==> config.mk <==
export PLATFORM = sky130hd
export DESIGN_NAME = conv_nm_stream_flat
export DESIGN_NICKNAME = d
export VERILOG_FILES = /design/src/rtl/conv_nm_pkg.sv /design/src/rtl/conv_nm_stream_if.sv /design/src/rtl/conv_nm_stream_mac.sv /design/src/rtl/conv_nm_stream_spram.sv /design/src/rtl/conv_nm_stream.sv /design/src/flat_wrapper.sv
export SDC_FILE = /design/constraint.sdc
export NUM_CORES = 1
export LEC_CHECK = 0
export ABC_AREA = 1
export CORE_MARGIN = 4
export CORE_UTILIZATION = 50
export DETAILED_ROUTE_END_ITERATION = 16
export PLACE_DENSITY = 0.7
export RECOVER_POWER = 50
export SLEW_MARGIN = 5
export SYNTH_ARGS = -nofsm -noshare
export SYNTH_HDL_FRONTEND = slang
export SYNTH_SLANG_ARGS = --single-unit
export TNS_END_PERCENT = 1
==> constraint.sdc <==
create_clock -name clk -period 6.05 [get_ports clk]
set_clock_uncertainty 0.15 [all_clocks]
set_input_delay 1.21 -clock clk [delete_from_list [all_inputs] [get_ports clk]]
set_output_delay 1.21 -clock clk [all_outputs]
set_load 0.005 [all_outputs]
==> src/rtl/conv_nm_pkg.sv <==
// rtl/conv_nm_pkg.sv - shared types and width helper for the N x M convolution stream engine
package conv_nm_pkg;

  typedef enum logic [1:0] {LOAD, COMPUTE, OUTPUT} conv_state_t;

  // Wide enough that M full-scale signed products never overflow.
  function automatic int acc_width(input int t, input int m);
    return 2 * t + $clog2(m);
  endfunction

endpackage

==> src/rtl/conv_nm_stream_if.sv <==
// rtl/conv_nm_stream_if.sv - x/f input streams and y output stream of the convolution engine
interface conv_nm_stream_if #(
  parameter int T = 8,
  parameter int M = 4
);
  import conv_nm_pkg::*;

  localparam int ACC_W = acc_width(T, M);

  logic signed [T-1:0]     s_data_in_x;
  logic                    s_valid_x;
  logic                    s_ready_x;
  logic signed [T-1:0]     s_data_in_f;
  logic                    s_valid_f;
  logic                    s_ready_f;
  logic signed [ACC_W-1:0] m_data_out_y;
  logic                    m_valid_y;
  logic                    m_ready_y;

  modport slave (
    input  s_data_in_x, s_valid_x, s_data_in_f, s_valid_f, m_ready_y,
    output s_ready_x, s_ready_f, m_data_out_y, m_valid_y
  );

  modport master (
    output s_data_in_x, s_valid_x, s_data_in_f, s_valid_f, m_ready_y,
    input  s_ready_x, s_ready_f, m_data_out_y, m_valid_y
  );

endinterface

==> src/rtl/conv_nm_stream_mac.sv <==
// rtl/conv_nm_stream_mac.sv - registered signed product feeding a clearable accumulator
module conv_mac #(
  parameter int T     = 8,
  parameter int ACC_W = 18
) (
  input  logic                    clk,
  input  logic                    reset,
  input  logic                    clr,
  input  logic                    en,
  input  logic signed [T-1:0]     a,
  input  logic signed [T-1:0]     b,
  output logic signed [ACC_W-1:0] sum
);

  logic signed [2*T-1:0]   a_ext, b_ext, prod_q;
  logic signed [ACC_W-1:0] acc_q;

  assign a_ext = {{T{a[T-1]}}, a};
  assign b_ext = {{T{b[T-1]}}, b};
  // sum already includes the product in flight, so the final tap can be captured without an extra cycle
  assign sum   = acc_q + {{(ACC_W-2*T){prod_q[2*T-1]}}, prod_q};

  always_ff @(posedge clk) begin
    if (reset) begin
      prod_q <= '0;
      acc_q  <= '0;
    end else begin
      prod_q <= a_ext * b_ext;
      if (clr) begin
        acc_q <= '0;
      end else if (en) begin
        acc_q <= sum;
      end
    end
  end

endmodule

==> src/rtl/conv_nm_stream_spram.sv <==
// rtl/conv_nm_stream_spram.sv - single-port memory with registered read data
module conv_spram #(
  parameter int W  = 8,
  parameter int D  = 16,
  parameter int AW = $clog2(D)
) (
  input  logic          clk,
  input  logic          we,
  input  logic [AW-1:0] addr,
  input  logic [W-1:0]  wdata,
  output logic [W-1:0]  rdata
);

  logic [W-1:0] mem [D];

  always_ff @(posedge clk) begin
    if (we) begin
      mem[addr] <= wdata;
    end
    rdata <= mem[addr];
  end

endmodule

==> src/rtl/conv_nm_stream.sv <==
// rtl/conv_nm_stream.sv - N-sample x M-tap valid-mode 1-D convolution over valid/ready streams
// Build option CONV_RELU_EN: negative results are emitted as zero.
module conv_nm_stream
  import conv_nm_pkg::*;
#(
  parameter int T = 8,
  parameter int N = 16,
  parameter int M = 4
) (
  input  logic clk,
  input  logic reset,
  conv_nm_stream_if.slave stream
);

  localparam int ACC_W = acc_width(T, M);
  localparam int XA_W  = $clog2(N);
  localparam int FA_W  = $clog2(M);
  localparam int XC_W  = $clog2(N + 1);
  localparam int FC_W  = $clog2(M + 1);
  localparam int K_W   = $clog2(M + 2);
  localparam logic [XC_W-1:0] X_FULL = XC_W'(N);
  localparam logic [FC_W-1:0] F_FULL = FC_W'(M);
  localparam logic [K_W-1:0]  K_ACC0 = K_W'(2);
  localparam logic [K_W-1:0]  K_LAST = K_W'(M + 1);
  localparam logic [XA_W-1:0] J_LAST = XA_W'(N - M);

  conv_state_t state_q, state_d;
  logic [XC_W-1:0] x_cnt_q, x_cnt_d;
  logic [FC_W-1:0] f_cnt_q, f_cnt_d;
  logic [XA_W-1:0] j_q;
  logic [K_W-1:0]  k_q;
  logic ready_x_q, ready_x_d, ready_f_q, ready_f_d;
  logic valid_q;
  logic signed [ACC_W-1:0] y_q, y_d, mac_sum;
  logic x_fire, f_fire, mac_clr, mac_en, load_y, y_accept;
  logic [XA_W-1:0] x_addr;
  logic [FA_W-1:0] f_addr;
  logic signed [T-1:0] x_rd, f_rd;

  assign x_fire = ready_x_q && stream.s_valid_x;
  assign f_fire = ready_f_q && stream.s_valid_f;

  // One port per memory: written at the load count, read at j+k / k while computing.
  assign x_addr = (state_q == LOAD) ? x_cnt_q[XA_W-1:0] : j_q + XA_W'(k_q);
  assign f_addr = (state_q == LOAD) ? f_cnt_q[FA_W-1:0] : FA_W'(k_q);

  conv_spram #(.W(T), .D(N)) x_mem (
    .clk(clk), .we(x_fire), .addr(x_addr), .wdata(stream.s_data_in_x), .rdata(x_rd)
  );

  conv_spram #(.W(T), .D(M)) f_mem (
    .clk(clk), .we(f_fire), .addr(f_addr), .wdata(stream.s_data_in_f), .rdata(f_rd)
  );

  conv_mac #(.T(T), .ACC_W(ACC_W)) mac (
    .clk(clk), .reset(reset), .clr(mac_clr), .en(mac_en), .a(x_rd), .b(f_rd), .sum(mac_sum)
  );

`ifdef CONV_RELU_EN
  assign y_d = mac_sum[ACC_W-1] ? '0 : mac_sum;
`else
  assign y_d = mac_sum;
`endif

  always_ff @(posedge clk) begin
    if (reset) begin
      state_q <= LOAD;
    end else begin
      state_q <= state_d;
    end
  end

  always_comb begin
    state_d  = state_q;
    x_cnt_d  = x_cnt_q;
    f_cnt_d  = f_cnt_q;
    mac_clr  = 1'b0;
    mac_en   = 1'b0;
    load_y   = 1'b0;
    y_accept = 1'b0;
    case (state_q)
      LOAD: begin
        if (x_fire) x_cnt_d = x_cnt_q + XC_W'(1);
        if (f_fire) f_cnt_d = f_cnt_q + FC_W'(1);
        if (x_cnt_q == X_FULL && f_cnt_q == F_FULL) state_d = COMPUTE;
      end
      COMPUTE: begin
        // k counts read issue; products reach the accumulator two cycles later
        mac_clr = (k_q == '0);
        mac_en  = (k_q >= K_ACC0);
        if (k_q == K_LAST) begin
          load_y  = 1'b1;
          state_d = OUTPUT;
        end
      end
      OUTPUT: begin
        if (stream.m_ready_y) begin
          y_accept = 1'b1;
          if (j_q == J_LAST) begin
            state_d = LOAD;
            x_cnt_d = '0;
            f_cnt_d = '0;
          end else begin
            state_d = COMPUTE;
          end
        end
      end
      default: state_d = LOAD;
    endcase
    ready_x_d = (state_d == LOAD) && (x_cnt_d != X_FULL);
    ready_f_d = (state_d == LOAD) && (f_cnt_d != F_FULL);
  end

  always_ff @(posedge clk) begin
    if (reset) begin
      x_cnt_q   <= '0;
      f_cnt_q   <= '0;
      j_q       <= '0;
      k_q       <= '0;
      ready_x_q <= 1'b0;
      ready_f_q <= 1'b0;
      valid_q   <= 1'b0;
      y_q       <= '0;
    end else begin
      x_cnt_q   <= x_cnt_d;
      f_cnt_q   <= f_cnt_d;
      ready_x_q <= ready_x_d;
      ready_f_q <= ready_f_d;
      k_q       <= (state_q == COMPUTE && !load_y) ? k_q + K_W'(1) : '0;
      if (y_accept) begin
        j_q <= (j_q == J_LAST) ? '0 : j_q + XA_W'(1);
      end
      if (load_y) begin
        y_q     <= y_d;
        valid_q <= 1'b1;
      end else if (y_accept) begin
        valid_q <= 1'b0;
      end
    end
  end

  assign stream.s_ready_x    = ready_x_q;
  assign stream.s_ready_f    = ready_f_q;
  assign stream.m_valid_y    = valid_q;
  assign stream.m_data_out_y = y_q;

endmodule

==> src/flat_wrapper.sv <==
// flat-port wrapper written by rule: the top's interface ports become plain ports
module conv_nm_stream_flat import conv_nm_pkg::*;
#(
  parameter int T = 8,
  parameter int N = 16,
  parameter int M = 4
)
  (clk, reset, stream_s_data_in_x, stream_s_valid_x, stream_s_data_in_f, stream_s_valid_f, stream_m_ready_y, stream_s_ready_x, stream_s_ready_f, stream_m_data_out_y, stream_m_valid_y);
  conv_nm_stream_if #(.T(T), .M(M)) stream_i ();
  input  logic clk;
  input  logic reset;
  input wire logic [$bits(stream_i.s_data_in_x)-1:0] stream_s_data_in_x;
  input wire logic [$bits(stream_i.s_valid_x)-1:0] stream_s_valid_x;
  input wire logic [$bits(stream_i.s_data_in_f)-1:0] stream_s_data_in_f;
  input wire logic [$bits(stream_i.s_valid_f)-1:0] stream_s_valid_f;
  input wire logic [$bits(stream_i.m_ready_y)-1:0] stream_m_ready_y;
  output wire logic [$bits(stream_i.s_ready_x)-1:0] stream_s_ready_x;
  output wire logic [$bits(stream_i.s_ready_f)-1:0] stream_s_ready_f;
  output wire logic [$bits(stream_i.m_data_out_y)-1:0] stream_m_data_out_y;
  output wire logic [$bits(stream_i.m_valid_y)-1:0] stream_m_valid_y;
  assign stream_i.s_data_in_x = stream_s_data_in_x;
  assign stream_i.s_valid_x = stream_s_valid_x;
  assign stream_i.s_data_in_f = stream_s_data_in_f;
  assign stream_i.s_valid_f = stream_s_valid_f;
  assign stream_i.m_ready_y = stream_m_ready_y;
  assign stream_s_ready_x = stream_i.s_ready_x;
  assign stream_s_ready_f = stream_i.s_ready_f;
  assign stream_m_data_out_y = stream_i.m_data_out_y;
  assign stream_m_valid_y = stream_i.m_valid_y;
  conv_nm_stream #(.T(T), .N(N), .M(M)) u_core (.clk(clk), .reset(reset), .stream(stream_i));
endmodule
## After elaboration in Yosys (flattened, before gate mapping)

Memory sizes are Yosys's and may differ from the RTL's. A register that Yosys moved wholly into a read port is not among the register bits.
Index checks and enable logic that the tools add are counted.

| storage, ports and cells | value |
|---|---|
| memories kept | 2 |
| bits of input ports | 21 |
| register bits after elaboration | 72 |
| output and inout port bits | 21 |
| memory bits (writable) | 160 |
| word-level logic and storage cells | 71 |

Memory list:

| memory | depth | bits a word | read ports | clocked after memory_dff | write ports | RTL line | text |
|---|---|---|---|---|---|---|---|
| u_core.x_mem.mem | 16 | 8 | 1 | 1 | 1 | conv_nm_stream_spram.sv:14 | `logic [W-1:0] mem [D];` |
| u_core.f_mem.mem | 4 | 8 | 1 | 1 | 1 | conv_nm_stream_spram.sv:14 |  |

| operators by class | value |
|---|---|
| $lt $le $gt $ge | 1 |
| $add $sub $neg | 6 |
| equal/unequal tests | 8 |
| reductions and logical operators | 13 |
| bitwise logic cells | 1 |
| multiplexer cells | 28 |
| multiply operators | 1 |

Operators with widths:

| operator | number |
|---|---|
| 18-bit adder | 1 |
| 8-bit by 8-bit multiplier with 16-bit output | 1 |
| 5-bit two-way mux | 3 |
| 1-bit two-way mux | 13 |
| 5-bit one-hot mux with 2 select lines | 1 |
| 3-bit two-way mux | 3 |
| 2-bit two-way mux | 4 |
| 4-bit two-way mux | 2 |
| 3-bit by 1-bit adder with 3-bit output, second input constant | 2 |
| 3-bit equality test, second input constant | 2 |
| 1-bit logical AND | 6 |
| 2-bit one-hot mux with 3 select lines | 1 |
| 3-bit one-hot mux with 2 select lines | 1 |
| 5-bit by 1-bit adder with 5-bit output, second input constant | 1 |
| 5-bit equality test, second input constant | 1 |
| 5-bit inequality test, second input constant | 1 |
| 4-bit by 1-bit adder with 4-bit output, second input constant | 1 |
| 4-bit by 3-bit adder with 4-bit output | 1 |
| 4-bit equality test, second input constant | 1 |
| 2-bit logical NOT | 2 |
| 2-bit OR reduction | 2 |
| 3-bit by 2-bit greater-or-equal comparator with 1-bit output, second input constant | 1 |
| 3-bit logical NOT | 1 |
| 3-bit inequality test, second input constant | 1 |
| other kinds (5) | 5 |

## Depth between registers and ports, before layout

| depth | value |
|---|---|
| depth in word-level cells | 7 |
| gate-level depth with buffers | 20 |

## Hierarchy

Synthesis repeated with hierarchy kept, for this count alone.

| unflattened totals | value |
|---|---|
| cells, all modules | 1635 |
| area, all modules | 13774.5 µm² |

Modules (own cells, without submodules):

| module | cells each | times used | area an instance (µm²) | sequential area each (µm²) |
|---|---|---|---|---|
| conv_spram (u_core.x_mem) | 548 | 1 | 5592.9 | 4003.8 |
| conv_mac | 708 | 1 | 4779.6 | 680.7 |
| conv_nm_stream | 256 | 1 | 1895.6 | 760.7 |
| conv_spram (u_core.f_mem) | 123 | 1 | 1506.4 | 1121.1 |

## Least setup slack after synthesis

Ideal clock, no wire load.

| timing path | value |
|---|---|
| path type | register to register |
| start point | register u_core.x_mem.rdata[7], read port of u_core.x_mem.mem |
| end point | register u_core.mac.prod_q[15] |
| data arrival time | 3928 ps |
| path buffers | 1 |
| stages on the path, launching flop included | 21 |
| library setup time | 115 ps |
| path slack | 1857 ps |
| clock period less this slack | 4193 ps |
| cell sequence | dfxtp_1 > clkbuf_1 > nand2_1 > inv_1 > fa_1 > inv_1 > fa_1 > inv_1 > fa_1 > inv_1 > fa_1 > inv_1 > ha_1 > nand2_1 > inv_1 > a21boi_0 > nand2_1 > nor2_1 > nand3_1 > nand2_1 > nor2_1 |

| between the ends | value |
|---|---|
| word-level cells in the longest chain between the ends | 1 |

Ends and longest elaborated chain:

| what | RTL line | text |
|---|---|---|
| start: declaration | conv_nm_stream_spram.sv:11 | `output logic [W-1:0] rdata` |
| 8-bit by 8-bit multiplier with 16-bit output | conv_nm_stream_mac.sv:28 | `prod_q <= a_ext * b_ext;` |
| end signal: assignment | conv_nm_stream_mac.sv:28 |  |
| end: declaration | conv_nm_stream_mac.sv:15 | `logic signed [2*T-1:0] a_ext, b_ext, prod_q;` |

No other way between the ends.
A chain may end at the register's enable or synchronous reset.

## Final worst setup path

| timing path | value |
|---|---|
| start point | input reset |
| end point | register u_core.mac.acc_q[6] |

| between the ends | value |
|---|---|
| word-level cells in the longest chain between the ends | 1 |

Ends and longest elaborated chain:

| what | RTL line | text |
|---|---|---|
| start: declaration | flat_wrapper.sv:11 | `input logic reset;` |
| 2-bit OR reduction (no source line) | - |  |
| end signal: assignment | conv_nm_stream_mac.sv:32 | `acc_q <= sum;` |
| end: declaration | conv_nm_stream_mac.sv:16 | `logic signed [ACC_W-1:0] acc_q;` |

No other way between the ends.

==> results.toml <==
[power]
powerDensity_nw_per_um2 = 381
vdd_ir_drop_max_uv = 248
p_leak_uw = 0.00679
total_power_uw = 5730

[detailed_routing]
viasPerCell = 5.15
wire_per_inst_um = 15.2
totalWireLength_um = 29300
drtIter0Drc = 766
vias = 9907
ant_nets = 0
first_pass_iters = 5
drc = 0

[sta]
finalCritPeriodShare = 0.778
final_hold_viol_count = 0
fmax_mhz = 213
rsz0062_at_grt = "false"
min_period_ns = 4.71
final_max_slew_viol_count = 35
tightest_slew_ns = 1.84
relSlewSlack = -0.228
setup_violations = 0
finalSetupTns_ns = 0

[logic_synthesis]
yosysMostFrequentCell = "nand2_1"
syn_inst = 1541
yosysTopAreaCell = "edfxtp_1"
yosys_register_bits = 248
synthFlopType = "edfxtp_1"
netlist_top_cells_area = "edfxtp_1 36%, nand2_1 14%, dfxtp_1 13%"
syn_area_per_cell_sq_um = 8.72
synth_area_sq_um = 13400
synth_edf_count = 160
ys_warn_count = 0
synth_top_area_share = 0.358
syn_nets = 1677
synthTopCellsByCount = "488 x nand2_1, 218 x inv_1, 160 x edfxtp_1"
yosysSeqAreaShare = 0.489
yosysUniqueCellTypes = 40
async_reset_ff_frac = 0

[placed_design]
portBuffers = 41
dpl.cell_count = 1876
gp_congestion = 0.866
place_area_sq_um = 14100
place_hpwl_um = 20600

[die]
die_width_um = 172
start_util = 0.511
num_rows = 59
coreArea_sq_um = 26300
ios = 42
die-area_sq_um = 29500
die_h_um = 172

[setup_path]
critPathRequiredTime_ns = 6.32
cp_top_family = "buffers and inverters"
path_class = "input pin to flip-flop"
critPathBufInv = 5
cp_slowest_cell = "clkbuf_1"
worstSetupEndpointType = "flip-flop"
cp_max_fo = 34
critPathArrivalTime_ns = 4.97
crit_path_max_incr_delay_ns = 1.32
r2r_start = "u_core.f_mem.rdata[7]"
path_cells = "dlygate4sd3_1 -> clkbuf_1 -> clkinv_1 -> o31ai_2 -> buf_4 -> nor2_1 -> o21ai_0 -> inv_1"
cp-start-kind = "input pin"
startpoint = "reset"

[status]
outcome = "finished with violations"
violations = "max-capacitance violations, max-slew violations"

[grt]
overflow = 0
grt_pass1_wl_um = 48400
antenna_found_initial = 0
grt_max_degree = 35
grt_pass1_vias = 9613
grtUsageTotal = 0.203

[clocking]
cts_buffers = 26
hold_buffers = 0
post_cts_buffers = 0
tritoncts = "done"
cts_root_buffer = "clkbuf_16"
clock-sinks = 248
path_clk_slew_ns = 0.06
htreeDepth = 1
clockBufferDepth = 3
cts_resized = 0
clock_latency_ns = 0.53

[finish]
layout-drive-gt1-share = 0.0396
area_growth_pct = 11.8
design_area_sq_um = 15000
nets = 1705
instances_no_fill = 1924
diodes = 0

[worst_hold_path]
min-delay-start = "u_core.mac.acc_q[2]"
hold_class = "flip-flop to flip-flop"

[flow_run]
cap_violations = 1
worst paths after layout:
| check | endpoint | slack (ns) | cells after the start |
|---|---|---|---|
| setup reg to reg | u_core.mac.prod_q[11] | 1.56 | 17 |
| hold / removal | u_core.mac.acc_q[2] | 0.32 | 2 |
| hold reg to reg | u_core.mac.acc_q[2] | 0.32 | 2 |
| setup / recovery | u_core.mac.acc_q[6] | 1.34 | 8 |
per-stage QoR:
stage                     hold slack, ns  worst slack [ns]  utilization
final                              0.324              1.34        0.572
after global routing               0.338              1.02        0.572
after CTS                          0.326              1.60        0.572
after detailed placement           0.317              1.61        0.536
after global placement             0.300              1.68        0.536
after floorplan                    0.292              1.86            -
power breakdown:
group	switching [uW]	internal (uW)
sequential	61.2	1880
clock	650	1070
combinational	1310	758
worst min-delay path, delay by kind of cell, from the launching register on:
family	cells	cell delay [ns]
and+or+nand+nor	1	0.06
AOI/OAI and AO/OA	1	0.05
DFF	1	0.31
layout make-up:
class / count / area (sq um)
sequential: 248 / 6570
timing repair buffer: 49 / 459
tap: 335 / 419
fill: 2309 / 11300
multi-input combinational: 1018 / 5790
clock inverter: 12 / 198
inverter: 226 / 851
clock buffer: 36 / 739
cell families (layout without fill, tap and decap cells):
family                     after synthesis  in the layout  synth area share
and+or+nand+nor                        773            773             0.232
buffers and inverters                  275            323            0.0805
DFF                                    248            248             0.489
AOI/OAI and AO/OA                      116            116            0.0502
adders and majority gates              115            115             0.139
xor gates and xnor gates                14             14           0.00913
flip-flops by register name, summed over array words and instances (netlist names):
| signal | cells |
|---|---|
| u_core.stream.s_ready_f | 1 |
| u_core.stream.s_ready_x | 1 |
| u_core.x_mem.rdata | 8 |
| u_core.f_mem.mem | 32 |
| u_core.x_mem.mem | 128 |
| u_core.state_q | 2 |
| u_core.f_mem.rdata | 8 |
| u_core.stream.m_valid_y | 1 |
| u_core.mac.acc_q | 18 |
| u_core.k_q | 3 |
| u_core.j_q | 4 |
| u_core.x_cnt_q | 5 |
| u_core.stream.m_data_out_y | 18 |
| u_core.f_cnt_q | 3 |
| u_core.mac.prod_q | 16 |
layout by cell type, fill, tap and decap left out, types with 3 or more instances in the layout:
master and instances:
a211oi_1 3, a21oi_1 47, a22oi_1 8, buf_4 5, bufinv_16 5, clkbuf_1 9, clkbuf_16 27, clkbuf_8 3
clkdlybuf4s50_1 23, clkinv_1 5, clkinv_4 4, dfxtp_1 88, dlygate4sd3_1 18, edfxtp_1 160, fa_1 57, ha_1 58
inv_1 219, inv_2 3, nand2_1 488, nand3_1 111, nand3b_1 4, nand4_1 4, nor2_1 148, nor2_4 3
nor3_1 6, o21a_1 4, o21ai_0 39, or2_2 3, xnor2_1 7, xor2_1 7
per-layer routing:
layer,vias up,wire [um],track usage
met5,-,0,0
met3,39,1600,0.0242
met1,4671,13000,0.282
met2,247,14300,0.350
met4,0,444,0.0396
li1,4950,-,-
Power figures use the tool's default switching activity.
